==> src/rtl/pe_agu_stream_if.sv <==
// Request/config/DMEM bundle for pe_agu_stream; master = PE ID side, slave = the AGU.
interface pe_agu_stream_if #(
  parameter int DATA_WIDTH  = 32,
  parameter int NUM_STREAMS = 4
);
  localparam int SW = $clog2(NUM_STREAMS);
  localparam int NB = DATA_WIDTH / 8;

  logic                  iStall;
  logic                  iID_AGU_Valid;
  logic [1:0]            iID_AGU_Mode;
  logic [SW-1:0]         iID_AGU_Stream_Sel;
  logic [DATA_WIDTH-1:0] iID_AGU_Operand_A;
  logic [DATA_WIDTH-1:0] iID_AGU_Operand_B;
  logic                  iID_AGU_Memory_Write_Enable;
  logic                  iID_AGU_Memory_Read_Enable;
  logic [1:0]            iID_AGU_Memory_Opcode;
  logic [DATA_WIDTH-1:0] iID_AGU_Memory_Store_Data;
  logic                  iCfg_Write_Enable;
  logic [SW-1:0]         iCfg_Stream_Sel;
  logic [1:0]            iCfg_Field;
  logic [DATA_WIDTH-1:0] iCfg_Data;

  logic                  oAGU_DMEM_Valid;
  logic                  oAGU_DMEM_Memory_Write_Enable;
  logic                  oAGU_DMEM_Memory_Read_Enable;
  logic [NB-1:0]         oAGU_DMEM_Byte_Select;
  logic [1:0]            oAGU_DMEM_Opcode;
  logic [DATA_WIDTH-1:0] oAGU_DMEM_Memory_Store_Data;
  logic [DATA_WIDTH-1:0] oAGU_DMEM_Address;
  logic                  oAGU_Misaligned;

  modport master (
    output iStall, iID_AGU_Valid, iID_AGU_Mode, iID_AGU_Stream_Sel,
           iID_AGU_Operand_A, iID_AGU_Operand_B, iID_AGU_Memory_Write_Enable,
           iID_AGU_Memory_Read_Enable, iID_AGU_Memory_Opcode, iID_AGU_Memory_Store_Data,
           iCfg_Write_Enable, iCfg_Stream_Sel, iCfg_Field, iCfg_Data,
    input  oAGU_DMEM_Valid, oAGU_DMEM_Memory_Write_Enable, oAGU_DMEM_Memory_Read_Enable,
           oAGU_DMEM_Byte_Select, oAGU_DMEM_Opcode, oAGU_DMEM_Memory_Store_Data,
           oAGU_DMEM_Address, oAGU_Misaligned
  );

  modport slave (
    input  iStall, iID_AGU_Valid, iID_AGU_Mode, iID_AGU_Stream_Sel,
           iID_AGU_Operand_A, iID_AGU_Operand_B, iID_AGU_Memory_Write_Enable,
           iID_AGU_Memory_Read_Enable, iID_AGU_Memory_Opcode, iID_AGU_Memory_Store_Data,
           iCfg_Write_Enable, iCfg_Stream_Sel, iCfg_Field, iCfg_Data,
    output oAGU_DMEM_Valid, oAGU_DMEM_Memory_Write_Enable, oAGU_DMEM_Memory_Read_Enable,
           oAGU_DMEM_Byte_Select, oAGU_DMEM_Opcode, oAGU_DMEM_Memory_Store_Data,
           oAGU_DMEM_Address, oAGU_Misaligned
  );
endinterface

==> src/rtl/pe_agu_stream.sv <==
// PE address generation unit: base+offset, post-increment and circular stream pointers, registered DMEM request.
// Optional macro PE_AGU_MISALIGN_TRAP_EN: flag misaligned accesses and suppress their enables.
module pe_agu_stream #(
  parameter int DATA_WIDTH  = 32,
  parameter int NUM_STREAMS = 4
) (
  input logic            iClk,
  input logic            iReset,
  pe_agu_stream_if.slave bus
);
  localparam int SW = $clog2(NUM_STREAMS);
  localparam int NB = DATA_WIDTH / 8;
  localparam int OW = $clog2(NB);
  localparam logic [1:0] MAX_OP = 2'(OW);

  typedef enum logic [1:0] {
    MODE_BASE_OFF = 2'b00,
    MODE_POST_INC = 2'b01,
    MODE_CIRC     = 2'b10,
    MODE_ALT_BASE = 2'b11
  } agu_mode_e;

  typedef enum logic [1:0] {
    FIELD_BASE   = 2'b00,
    FIELD_STRIDE = 2'b01,
    FIELD_LIMIT  = 2'b10,
    FIELD_PTR    = 2'b11
  } cfg_field_e;

  logic [DATA_WIDTH-1:0] base_q   [NUM_STREAMS];
  logic [DATA_WIDTH-1:0] stride_q [NUM_STREAMS];
  logic [DATA_WIDTH-1:0] limit_q  [NUM_STREAMS];
  logic [DATA_WIDTH-1:0] ptr_q    [NUM_STREAMS];
  logic [DATA_WIDTH-1:0] ptr_d    [NUM_STREAMS];

  logic [SW-1:0]         sel;
  logic                  accept, useStream, ptrUpdate;
  logic [DATA_WIDTH-1:0] curPtr, stepPtr, nextPtr, ea;
  logic [3:0]            nBytes;
  logic [2:0]            sizeMask;
  logic [OW-1:0]         laneOff, alignOff;
  logic [15:0]           laneRun;
  logic [NB-1:0]         laneSel;
  logic [DATA_WIDTH-1:0] storeRep;
  logic                  illegal, misFlag, issueOk;

  logic                  valid_q, valid_d, we_q, we_d, re_q, re_d, mis_q, mis_d;
  logic [NB-1:0]         bs_q, bs_d;
  logic [1:0]            op_q, op_d;
  logic [DATA_WIDTH-1:0] data_q, data_d, addr_q, addr_d;

  assign sel       = bus.iID_AGU_Stream_Sel;
  assign accept    = bus.iID_AGU_Valid & ~bus.iStall;
  assign useStream = (bus.iID_AGU_Mode == MODE_POST_INC) || (bus.iID_AGU_Mode == MODE_CIRC);
  assign ptrUpdate = accept & useStream;
  assign curPtr    = ptr_q[sel];
  assign stepPtr   = curPtr + stride_q[sel];
  assign ea        = useStream ? curPtr : bus.iID_AGU_Operand_A + bus.iID_AGU_Operand_B;

  // Circular mode folds the overshoot past limit back onto base.
  always_comb begin
    nextPtr = stepPtr;
    if ((bus.iID_AGU_Mode == MODE_CIRC) && (stepPtr >= limit_q[sel]))
      nextPtr = base_q[sel] + (stepPtr - limit_q[sel]);
  end

  assign nBytes   = 4'd1 << bus.iID_AGU_Memory_Opcode;
  assign sizeMask = nBytes[2:0] - 3'd1;
  assign illegal  = bus.iID_AGU_Memory_Opcode > MAX_OP;
  assign laneOff  = ea[OW-1:0];
  assign alignOff = laneOff & ~sizeMask[OW-1:0];
  assign laneRun  = (16'd1 << nBytes) - 16'd1;
  assign laneSel  = illegal ? '0 : NB'(laneRun << alignOff);

  always_comb begin
    storeRep = '0;
    for (int k = 0; k < NB; k++)
      storeRep[8*k +: 8] = bus.iID_AGU_Memory_Store_Data[8*(k & int'(sizeMask)) +: 8];
  end

`ifdef PE_AGU_MISALIGN_TRAP_EN
  assign misFlag = |(ea[2:0] & sizeMask);
  assign issueOk = ~illegal & ~misFlag;
`else
  assign misFlag = 1'b0;
  assign issueOk = ~illegal;
`endif

  // A config write to a stream overrides any pointer step on that same stream.
  always_comb begin
    for (int i = 0; i < NUM_STREAMS; i++) begin
      ptr_d[i] = ptr_q[i];
      if (bus.iCfg_Write_Enable && (bus.iCfg_Stream_Sel == SW'(i))) begin
        if ((bus.iCfg_Field == FIELD_BASE) || (bus.iCfg_Field == FIELD_PTR))
          ptr_d[i] = bus.iCfg_Data;
      end else if (ptrUpdate && (sel == SW'(i))) begin
        ptr_d[i] = nextPtr;
      end
    end
  end

  always_ff @(posedge iClk or negedge iReset) begin
    if (!iReset) begin
      for (int i = 0; i < NUM_STREAMS; i++) begin
        base_q[i]   <= '0;
        stride_q[i] <= '0;
        limit_q[i]  <= '0;
        ptr_q[i]    <= '0;
      end
    end else begin
      for (int i = 0; i < NUM_STREAMS; i++)
        ptr_q[i] <= ptr_d[i];
      if (bus.iCfg_Write_Enable) begin
        case (bus.iCfg_Field)
          FIELD_BASE:   base_q[bus.iCfg_Stream_Sel]   <= bus.iCfg_Data;
          FIELD_STRIDE: stride_q[bus.iCfg_Stream_Sel] <= bus.iCfg_Data;
          FIELD_LIMIT:  limit_q[bus.iCfg_Stream_Sel]  <= bus.iCfg_Data;
          default: ;
        endcase
      end
    end
  end

  // Stall freezes everything; an idle cycle only drops valid and the enables.
  always_comb begin
    valid_d = valid_q;
    we_d    = we_q;
    re_d    = re_q;
    mis_d   = mis_q;
    bs_d    = bs_q;
    op_d    = op_q;
    data_d  = data_q;
    addr_d  = addr_q;
    if (!bus.iStall) begin
      valid_d = accept;
      we_d    = 1'b0;
      re_d    = 1'b0;
      if (accept) begin
        we_d   = bus.iID_AGU_Memory_Write_Enable & issueOk;
        re_d   = bus.iID_AGU_Memory_Read_Enable & issueOk;
        mis_d  = misFlag;
        bs_d   = laneSel;
        op_d   = bus.iID_AGU_Memory_Opcode;
        data_d = storeRep;
        addr_d = ea;
      end
    end
  end

  always_ff @(posedge iClk or negedge iReset) begin
    if (!iReset) begin
      valid_q <= 1'b0;
      we_q    <= 1'b0;
      re_q    <= 1'b0;
      mis_q   <= 1'b0;
      bs_q    <= '0;
      op_q    <= '0;
      data_q  <= '0;
      addr_q  <= '0;
    end else begin
      valid_q <= valid_d;
      we_q    <= we_d;
      re_q    <= re_d;
      mis_q   <= mis_d;
      bs_q    <= bs_d;
      op_q    <= op_d;
      data_q  <= data_d;
      addr_q  <= addr_d;
    end
  end

  assign bus.oAGU_DMEM_Valid               = valid_q;
  assign bus.oAGU_DMEM_Memory_Write_Enable = we_q;
  assign bus.oAGU_DMEM_Memory_Read_Enable  = re_q;
  assign bus.oAGU_DMEM_Byte_Select         = bs_q;
  assign bus.oAGU_DMEM_Opcode              = op_q;
  assign bus.oAGU_DMEM_Memory_Store_Data   = data_q;
  assign bus.oAGU_DMEM_Address             = addr_q;
  assign bus.oAGU_Misaligned               = mis_q;
endmodule

==> src/flat_wrapper.sv <==
// flat-port wrapper written by rule: the top's interface ports become plain ports
module pe_agu_stream_flat 
#(
  parameter int DATA_WIDTH  = 32,
  parameter int NUM_STREAMS = 4
)
  (iClk, iReset, bus_iStall, bus_iID_AGU_Valid, bus_iID_AGU_Mode, bus_iID_AGU_Stream_Sel, bus_iID_AGU_Operand_A, bus_iID_AGU_Operand_B, bus_iID_AGU_Memory_Write_Enable, bus_iID_AGU_Memory_Read_Enable, bus_iID_AGU_Memory_Opcode, bus_iID_AGU_Memory_Store_Data, bus_iCfg_Write_Enable, bus_iCfg_Stream_Sel, bus_iCfg_Field, bus_iCfg_Data, bus_oAGU_DMEM_Valid, bus_oAGU_DMEM_Memory_Write_Enable, bus_oAGU_DMEM_Memory_Read_Enable, bus_oAGU_DMEM_Byte_Select, bus_oAGU_DMEM_Opcode, bus_oAGU_DMEM_Memory_Store_Data, bus_oAGU_DMEM_Address, bus_oAGU_Misaligned);
  pe_agu_stream_if #(.DATA_WIDTH(DATA_WIDTH), .NUM_STREAMS(NUM_STREAMS)) bus_i ();
  input logic iClk;
  input logic iReset;
  input wire logic [$bits(bus_i.iStall)-1:0] bus_iStall;
  input wire logic [$bits(bus_i.iID_AGU_Valid)-1:0] bus_iID_AGU_Valid;
  input wire logic [$bits(bus_i.iID_AGU_Mode)-1:0] bus_iID_AGU_Mode;
  input wire logic [$bits(bus_i.iID_AGU_Stream_Sel)-1:0] bus_iID_AGU_Stream_Sel;
  input wire logic [$bits(bus_i.iID_AGU_Operand_A)-1:0] bus_iID_AGU_Operand_A;
  input wire logic [$bits(bus_i.iID_AGU_Operand_B)-1:0] bus_iID_AGU_Operand_B;
  input wire logic [$bits(bus_i.iID_AGU_Memory_Write_Enable)-1:0] bus_iID_AGU_Memory_Write_Enable;
  input wire logic [$bits(bus_i.iID_AGU_Memory_Read_Enable)-1:0] bus_iID_AGU_Memory_Read_Enable;
  input wire logic [$bits(bus_i.iID_AGU_Memory_Opcode)-1:0] bus_iID_AGU_Memory_Opcode;
  input wire logic [$bits(bus_i.iID_AGU_Memory_Store_Data)-1:0] bus_iID_AGU_Memory_Store_Data;
  input wire logic [$bits(bus_i.iCfg_Write_Enable)-1:0] bus_iCfg_Write_Enable;
  input wire logic [$bits(bus_i.iCfg_Stream_Sel)-1:0] bus_iCfg_Stream_Sel;
  input wire logic [$bits(bus_i.iCfg_Field)-1:0] bus_iCfg_Field;
  input wire logic [$bits(bus_i.iCfg_Data)-1:0] bus_iCfg_Data;
  output wire logic [$bits(bus_i.oAGU_DMEM_Valid)-1:0] bus_oAGU_DMEM_Valid;
  output wire logic [$bits(bus_i.oAGU_DMEM_Memory_Write_Enable)-1:0] bus_oAGU_DMEM_Memory_Write_Enable;
  output wire logic [$bits(bus_i.oAGU_DMEM_Memory_Read_Enable)-1:0] bus_oAGU_DMEM_Memory_Read_Enable;
  output wire logic [$bits(bus_i.oAGU_DMEM_Byte_Select)-1:0] bus_oAGU_DMEM_Byte_Select;
  output wire logic [$bits(bus_i.oAGU_DMEM_Opcode)-1:0] bus_oAGU_DMEM_Opcode;
  output wire logic [$bits(bus_i.oAGU_DMEM_Memory_Store_Data)-1:0] bus_oAGU_DMEM_Memory_Store_Data;
  output wire logic [$bits(bus_i.oAGU_DMEM_Address)-1:0] bus_oAGU_DMEM_Address;
  output wire logic [$bits(bus_i.oAGU_Misaligned)-1:0] bus_oAGU_Misaligned;
  assign bus_i.iStall = bus_iStall;
  assign bus_i.iID_AGU_Valid = bus_iID_AGU_Valid;
  assign bus_i.iID_AGU_Mode = bus_iID_AGU_Mode;
  assign bus_i.iID_AGU_Stream_Sel = bus_iID_AGU_Stream_Sel;
  assign bus_i.iID_AGU_Operand_A = bus_iID_AGU_Operand_A;
  assign bus_i.iID_AGU_Operand_B = bus_iID_AGU_Operand_B;
  assign bus_i.iID_AGU_Memory_Write_Enable = bus_iID_AGU_Memory_Write_Enable;
  assign bus_i.iID_AGU_Memory_Read_Enable = bus_iID_AGU_Memory_Read_Enable;
  assign bus_i.iID_AGU_Memory_Opcode = bus_iID_AGU_Memory_Opcode;
  assign bus_i.iID_AGU_Memory_Store_Data = bus_iID_AGU_Memory_Store_Data;
  assign bus_i.iCfg_Write_Enable = bus_iCfg_Write_Enable;
  assign bus_i.iCfg_Stream_Sel = bus_iCfg_Stream_Sel;
  assign bus_i.iCfg_Field = bus_iCfg_Field;
  assign bus_i.iCfg_Data = bus_iCfg_Data;
  assign bus_oAGU_DMEM_Valid = bus_i.oAGU_DMEM_Valid;
  assign bus_oAGU_DMEM_Memory_Write_Enable = bus_i.oAGU_DMEM_Memory_Write_Enable;
  assign bus_oAGU_DMEM_Memory_Read_Enable = bus_i.oAGU_DMEM_Memory_Read_Enable;
  assign bus_oAGU_DMEM_Byte_Select = bus_i.oAGU_DMEM_Byte_Select;
  assign bus_oAGU_DMEM_Opcode = bus_i.oAGU_DMEM_Opcode;
  assign bus_oAGU_DMEM_Memory_Store_Data = bus_i.oAGU_DMEM_Memory_Store_Data;
  assign bus_oAGU_DMEM_Address = bus_i.oAGU_DMEM_Address;
  assign bus_oAGU_Misaligned = bus_i.oAGU_Misaligned;
  pe_agu_stream #(.DATA_WIDTH(DATA_WIDTH), .NUM_STREAMS(NUM_STREAMS)) u_core (.iClk(iClk), .iReset(iReset), .bus(bus_i));
endmodule
==> config.mk <==
export PLATFORM = sky130hd
export DESIGN_NAME = pe_agu_stream_flat
export DESIGN_NICKNAME = d
export VERILOG_FILES = /design/src/rtl/pe_agu_stream_if.sv /design/src/rtl/pe_agu_stream.sv /design/src/flat_wrapper.sv
export SDC_FILE = /design/constraint.sdc
export NUM_CORES = 1
export LEC_CHECK = 0
export ABC_AREA = 1
export CORE_ASPECT_RATIO = 1.4
export CORE_UTILIZATION = 50
export CTS_BUF_LIST = sky130_fd_sc_hd__clkbuf_16
export CTS_CLUSTER_DIAMETER = 50
export DETAILED_ROUTE_END_ITERATION = 6
export PLACE_DENSITY = 0.75
export SLEW_MARGIN = 10
export SYNTH_ARGS = -nofsm -noshare
export SYNTH_HDL_FRONTEND = slang
export SYNTH_SLANG_ARGS = --single-unit
==> constraint.sdc <==
create_clock -name iClk -period 11.2 [get_ports iClk]
set_input_delay 1.68 -clock iClk [delete_from_list [all_inputs] [get_ports iClk]]
set_output_delay 1.68 -clock iClk [all_outputs]
set_load 0.02 [all_outputs]
* After elaboration in Yosys (flattened, before gate mapping)
Cells that the tools add are included.
Cells by class: shift-type cells 6, reductions and logical operators 27, equality and inequality tests 15, bitwise operators 10, add/subtract/negate cells 6, magnitude comparators 5, muxes and demuxes 31
Operators by type and width (count):
- two-way mux 32 bit | 20
- bitwise mux 128 bit | 3
- binary-select mux 32 bit (select 2 bit) | 4
- adder 32 bit | 3
- demux 32 bit (select 2 bit) | 1
- variable part select 32 x 6 -> 8 bit | 2
- >= comparator 32 bit | 1
- variable part select 32 x 5 -> 8 bit | 1
- subtractor 32 bit | 1
- AND reduction 2 bit | 8
- left shift 1 x 4 -> 16 bit, first input constant | 1
- left shift 16 x 2 -> 4 bit | 1
- subtractor 16 x 1 -> 16 bit, second input constant | 1
- == test 2 bit, second input constant | 7
- logical AND 1 bit | 10
- == test 2 x 1 -> 1 bit, second input constant | 4
- nonzero test 2 bit | 4
- >= comparator 3 bit, second input constant | 2
- zero test 2 bit | 3
- inequality test 2 x 1 -> 1 bit, second input constant | 3
- NOT 2 -> 3 bit | 2
- bitwise AND 1 bit | 4
- two-way mux 4 bit | 1
- left shift 1 x 2 -> 4 bit, first input constant | 1
- 9 further kinds | 12
Word-level totals: logic and storage cells 123, register bits after elaboration 585, input port bits 145, output and inout bits 74

* Depth between registers and ports, before layout
word-level depth 10, depth in mapped cells 40, depth with buffers taken out 37

* Least setup slack after synthesis
Ideal clock, no wire load.
path kind input to register, start point in bus_iID_AGU_Stream_Sel[0], end point reg u_core.ptr_q[31] (netlist bit), required time 11083 ps, path slack 4798 ps, buffers on the path 5, data arrival time 6286 ps, cell stages on the path 36, setup time 117 ps, cell sequence buf_4 -> nor2_2 -> buf_4 -> buf_2 -> buf_2 -> buf_2 -> a22oi_1 -> nand2_1 -> ha_1 -> fa_1 -> nand2_1 -> nand3_1 -> o21ai_2 -> inv_1 -> a21oi_1 -> o21ai_1 -> xor2_1 -> inv_1 -> fa_1 -> inv_1 -> ha_1 -> nand2_1 -> nor2_1 -> inv_1 -> nor3_1 -> nand2_1 -> nand2_1 -> nand2_1 -> nand3_1 -> inv_1 -> nor2_1 -> nand2_1 -> nand2_2 -> nand2_1 -> nand2_1 -> nand2_1
Between the ends: cells in the longest elaborated chain, start to end 10, elaborated cells on any way between the ends 25, classes of those cells add/sub: 3; order compare: 1; eq/ne: 1; mux: 15; bitwise: 1; reduce/logical: 4
Ends and longest elaborated chain:
- start, declared | RTL line flat_wrapper.sv:14 | input wire logic [$bits(bus_i.iID_AGU_Stream_Sel)-1:0] bus_iID_AGU_Stream_Sel;
- NOT 2 -> 3 bit (not written as such)
- binary-select mux 32 bit (select 2 bit), on equally long branches | RTL line pe_agu_stream.sv:56, pe_agu_stream.sv:57
- two-way mux 32 bit, on equally long branches (2 in a row) | RTL line pe_agu_stream.sv:56, pe_agu_stream.sv:57
- adder 32 bit | RTL line pe_agu_stream.sv:57 | assign stepPtr = curPtr + stride_q[sel];
- subtractor 32 bit / >= comparator 32 bit (equally long branches) | RTL line pe_agu_stream.sv:64, pe_agu_stream.sv:63
- adder 32 bit / logical AND 1 bit (equally long branches) | RTL line pe_agu_stream.sv:64, pe_agu_stream.sv:63
- two-way mux 32 bit | RTL line pe_agu_stream.sv:63 | if ((bus.iID_AGU_Mode == MODE_CIRC) && (stepPtr >= limit_q[sel]))
- two-way mux 32 bit | RTL line pe_agu_stream.sv:96 | end else if (ptrUpdate && (sel == SW'(i))) begin
- two-way mux 32 bit | RTL line pe_agu_stream.sv:93 | if (bus.iCfg_Write_Enable && (bus.iCfg_Stream_Sel == SW'(i))) begin
- end signal, assigned by index | RTL line pe_agu_stream.sv:112 | ptr_q[i] <= ptr_d[i];
- end, declared | RTL line pe_agu_stream.sv:33 | logic [DATA_WIDTH-1:0] ptr_q [NUM_STREAMS];
Several ways; a longest one is shown, not always the timed one. The select of a mux whose other input is x is not followed. A chain may end at the register's enable or synchronous reset.

* Worst setup path in the final report
start point in bus_iID_AGU_Stream_Sel[0], end point reg u_core.ptr_q[57] (netlist bit)
Same word-level chain as after synthesis.

==> impl_metrics.py <==
metrics = {
    "run_status": {
        "status": "complete, no violations",
    },
    "synthesis": {
        "avgSynthCellArea_um2": 7.71,
        "syn-num-nets": 4710,
        "ys_ff_latch": 585,
        "ys_seq_area_share_pct": 43.2,
        "yosysUniqueCellTypes": 55,
        "synth_area_um2": 33900,
        "synth_cells": 4399,
        "yosysWarningCount": 0,
    },
    "floorplan": {
        "dieArea_um2": 68900,
        "std_cell_rows": 112,
        "die_x_um": 222,
        "fp.coreArea_um2": 66800,
        "start_util_pct": 50.7,
        "io_pins": 219,
        "die-height_um": 310,
    },
    "route": {
        "drc": 0,
        "vias": 31974,
        "ant_nets": 0,
        "drt_iter0_drc": 3696,
        "dr.pass1.iters": 6,
        "avgViaCountPerCell": 5.94,
        "wl_um": 114000,
        "avgRoutedWirePerCell_um": 21.3,
    },
    "setup_path": {
        "crit_path_top_delay_cell": "clkdlybuf4s50_1",
        "path_max_fanout": 69,
        "critical-path-top-delay-family": "simple AND/OR/NAND/NOR gates",
        "start_kind": "input port",
        "arrival_ps": 8750,
        "cp.required_ps": 11690,
        "max_stage_delay_ps": 770,
        "crit_type": "in2reg",
        "cp.buffers_inverters": 6,
        "cpMostUsedCell": "nand2_1",
        "end_kind": "register",
    },
    "placed_design": {
        "dp_hpwl_um": 80200,
        "place_congestion": 1.10,
        "port_buffers": 217,
    },
    "timing": {
        "rsz0062_at_grt": "false",
        "min_period_over_period_pct": 73.8,
        "setup_tns_ps": 0,
        "hold_viol_final": 0,
        "slew_viol_final": 0,
        "period_needed_ps": 8260,
        "worst_pin_slew_ps": 1250,
        "worst_clock_skew_ps": 27.1,
        "fmax_ghz": 0.121,
        "setup_viol": 0,
        "relSlewSlack_pct": 16.7,
    },
    "cts": {
        "hold_buffers": 0,
        "path_clk_slew_ps": 70,
        "htree_levels": 2,
        "cts_root_buf": "clkbuf_16",
        "cts_made_buffers": 57,
        "cts_tree": "done",
        "postCtsSetupBuffers": 0,
        "cts_sinks": 585,
        "cts_resized": 0,
        "clock_latency_ps": 650,
        "cts_buffer_depth": 3,
    },
    "grt": {
        "grt_pass1_vias": 31470,
        "grt_max_degree": 177,
        "antenna_found_initial": 0,
        "track_usage_pct": 33.2,
        "grt_pass1_wl_um": 177000,
        "overflow": 0,
    },
    "layout": {
        "layout_common_cells": "nand2_1, dfrtp_1, o21ai_0, inv_1, a21oi_1",
        "drive_gt1_share_pct": 4.18,
        "num-fill-cells": 6134,
        "regArea_um2": 14600,
        "final_util_pct": 57.7,
        "layout.nets": 4790,
        "final_common_cell": "nand2_1",
        "antenna_cells": 0,
        "multiInputGateArea_um2": 16700,
        "area_delta_synth_final_pct": 13.6,
    },
    "pwr": {
        "p_per_area_nw_per_um2": 280,
        "p_leak_uw": 0.0190,
        "vdd_drop_max_mv": 0.166,
    },
    "run": {
        "maxCapViolations": 0,
    },
    "worst_hold_path": {
        "hold_class": "reg2reg",
    },
}
[final cells by class]
type	instances	share of cell area, %
clock inverters	47	1.09
inverters	464	4.53
flip-flops and latches	585	38.0
repair buffers	257	6.59
well taps	855	2.78
clock buffers	58	3.77
multi-input cells	3114	43.3
[power by group]
part           switching (uW)  total, uW  internal [uW]
Sequential                278       2960           2680
Clock                     868       1950           1080
Combinational            3910       5870           1960
[metrics by stage]
| step | std cells | cell area, um^2 | total power (uW) | hold WS [ps] | worst slack [ps] |
|---|---|---|---|---|---|
| floorplan | 4399 | 33900 | 6850 | 448 | 4800 |
| global placement | 5275 | 36700 | 8590 | 461 | 2590 |
| detailed placement | 5275 | 36700 | 8670 | 464 | 2460 |
| CTS | 5380 | 38500 | 10700 | 482 | 3090 |
| global route | 5380 | 38500 | 11500 | 493 | 2710 |
| finish | 5380 | 38500 | 10800 | 478 | 2940 |
[worst register-to-register path, delay by kind of cell (launching register included)]
kind / cells / cell delay, ps
adder cells (fa/ha/maj): 3 / 1320
AND/OR/NAND/NOR: 15 / 2380
flip-flops: 1 / 370
buffers and inverters: 6 / 550
XOR/XNOR: 1 / 350
AO/OA/AOI/OAI: 3 / 850
[path summary, 6_finish.rpt]
path                       slack (ps)                            start  cells past startpoint                                         end
hold reg to reg                   480  u_core.bus.oAGU_DMEM_Address[7]                      2             u_core.bus.oAGU_DMEM_Address[7]
hold / removal                    480  u_core.bus.oAGU_DMEM_Address[7]                      2             u_core.bus.oAGU_DMEM_Address[7]
min in group asynchronous        1050                           iReset                      1  u_core.bus.oAGU_DMEM_Memory_Store_Data[13]
max in group asynchronous        7730                           iReset                      3                         u_core.limit_q[125]
setup / recovery                 2940        bus_iID_AGU_Stream_Sel[0]                     28                            u_core.ptr_q[57]
setup reg to reg                 5230                u_core.ptr_q[111]                     28                            u_core.ptr_q[57]
[flip-flops by register name, indices dropped and copies added (netlist names)]
register and cells:
u_core.base_q 128, u_core.limit_q 128, u_core.ptr_q 128, u_core.stride_q 128, u_core.bus.oAGU_DMEM_Address 32, u_core.bus.oAGU_DMEM_Memory_Store_Data 32
u_core.bus.oAGU_DMEM_Byte_Select 4, u_core.bus.oAGU_DMEM_Opcode 2, u_core.bus.oAGU_DMEM_Memory_Read_Enable 1, u_core.bus.oAGU_DMEM_Memory_Write_Enable 1, u_core.bus.oAGU_DMEM_Valid 1
[synth_stat cells, drive strengths merged]
library cell  number  share of area (%)
clkinv             2              0.022
a31o               1              0.026
ha               133                4.9
o221ai            12               0.31
dfrtp            585                 43
fa                33                1.9
o21bai            16               0.35
o21ai            619                9.2
a22o               6               0.15
a21boi            16               0.35
xor2              38                1.1
nor4               5              0.092
a211oi             3              0.066
mux2i              1              0.030
o31ai              1              0.022
nor2             202                2.3
conb               1              0.011
a22oi            119                2.6
nand3            168                2.5
xnor2             14               0.36
nand4             22               0.41
a21oi            311                4.6
o211ai            48                1.1
nand2           1197                 13
nor3b              1              0.022
nand3b             6               0.13
a31oi              2              0.037
inv              462                5.1
o21a              25               0.55
or2                5              0.092
a221oi            33               0.85
a21o              11               0.24
clkbuf           170                1.9
buf               66               0.94
o211a              1              0.030
o22ai             19               0.35
and2              16               0.30
nor3              28               0.49
and3               1              0.018
[cell families (layout without fill, tap and decap cells)]
kind of cell	after synthesis	in the layout	share of synthesized area, %
adder cells (fa/ha/maj)	166	166	6.85
other	1	1	0.0111
AO/OA/AOI/OAI	1243	1243	20.9
flip-flops	585	585	43.2
multiplexers	1	1	0.0295
XOR/XNOR	52	52	1.43
buffers and inverters	700	826	7.96
AND/OR/NAND/NOR	1651	1651	19.7
[per-layer routing]
layer  vias up  share of wire, %  GRT usage [%]
li1      14727                 -              -
met1     15371                39           40.4
met2      1537                47           56.3
met3       339               7.8           5.56
met4         0               5.7           18.3
met5         -                 0              0
Power figures use the tool's default switching activity.
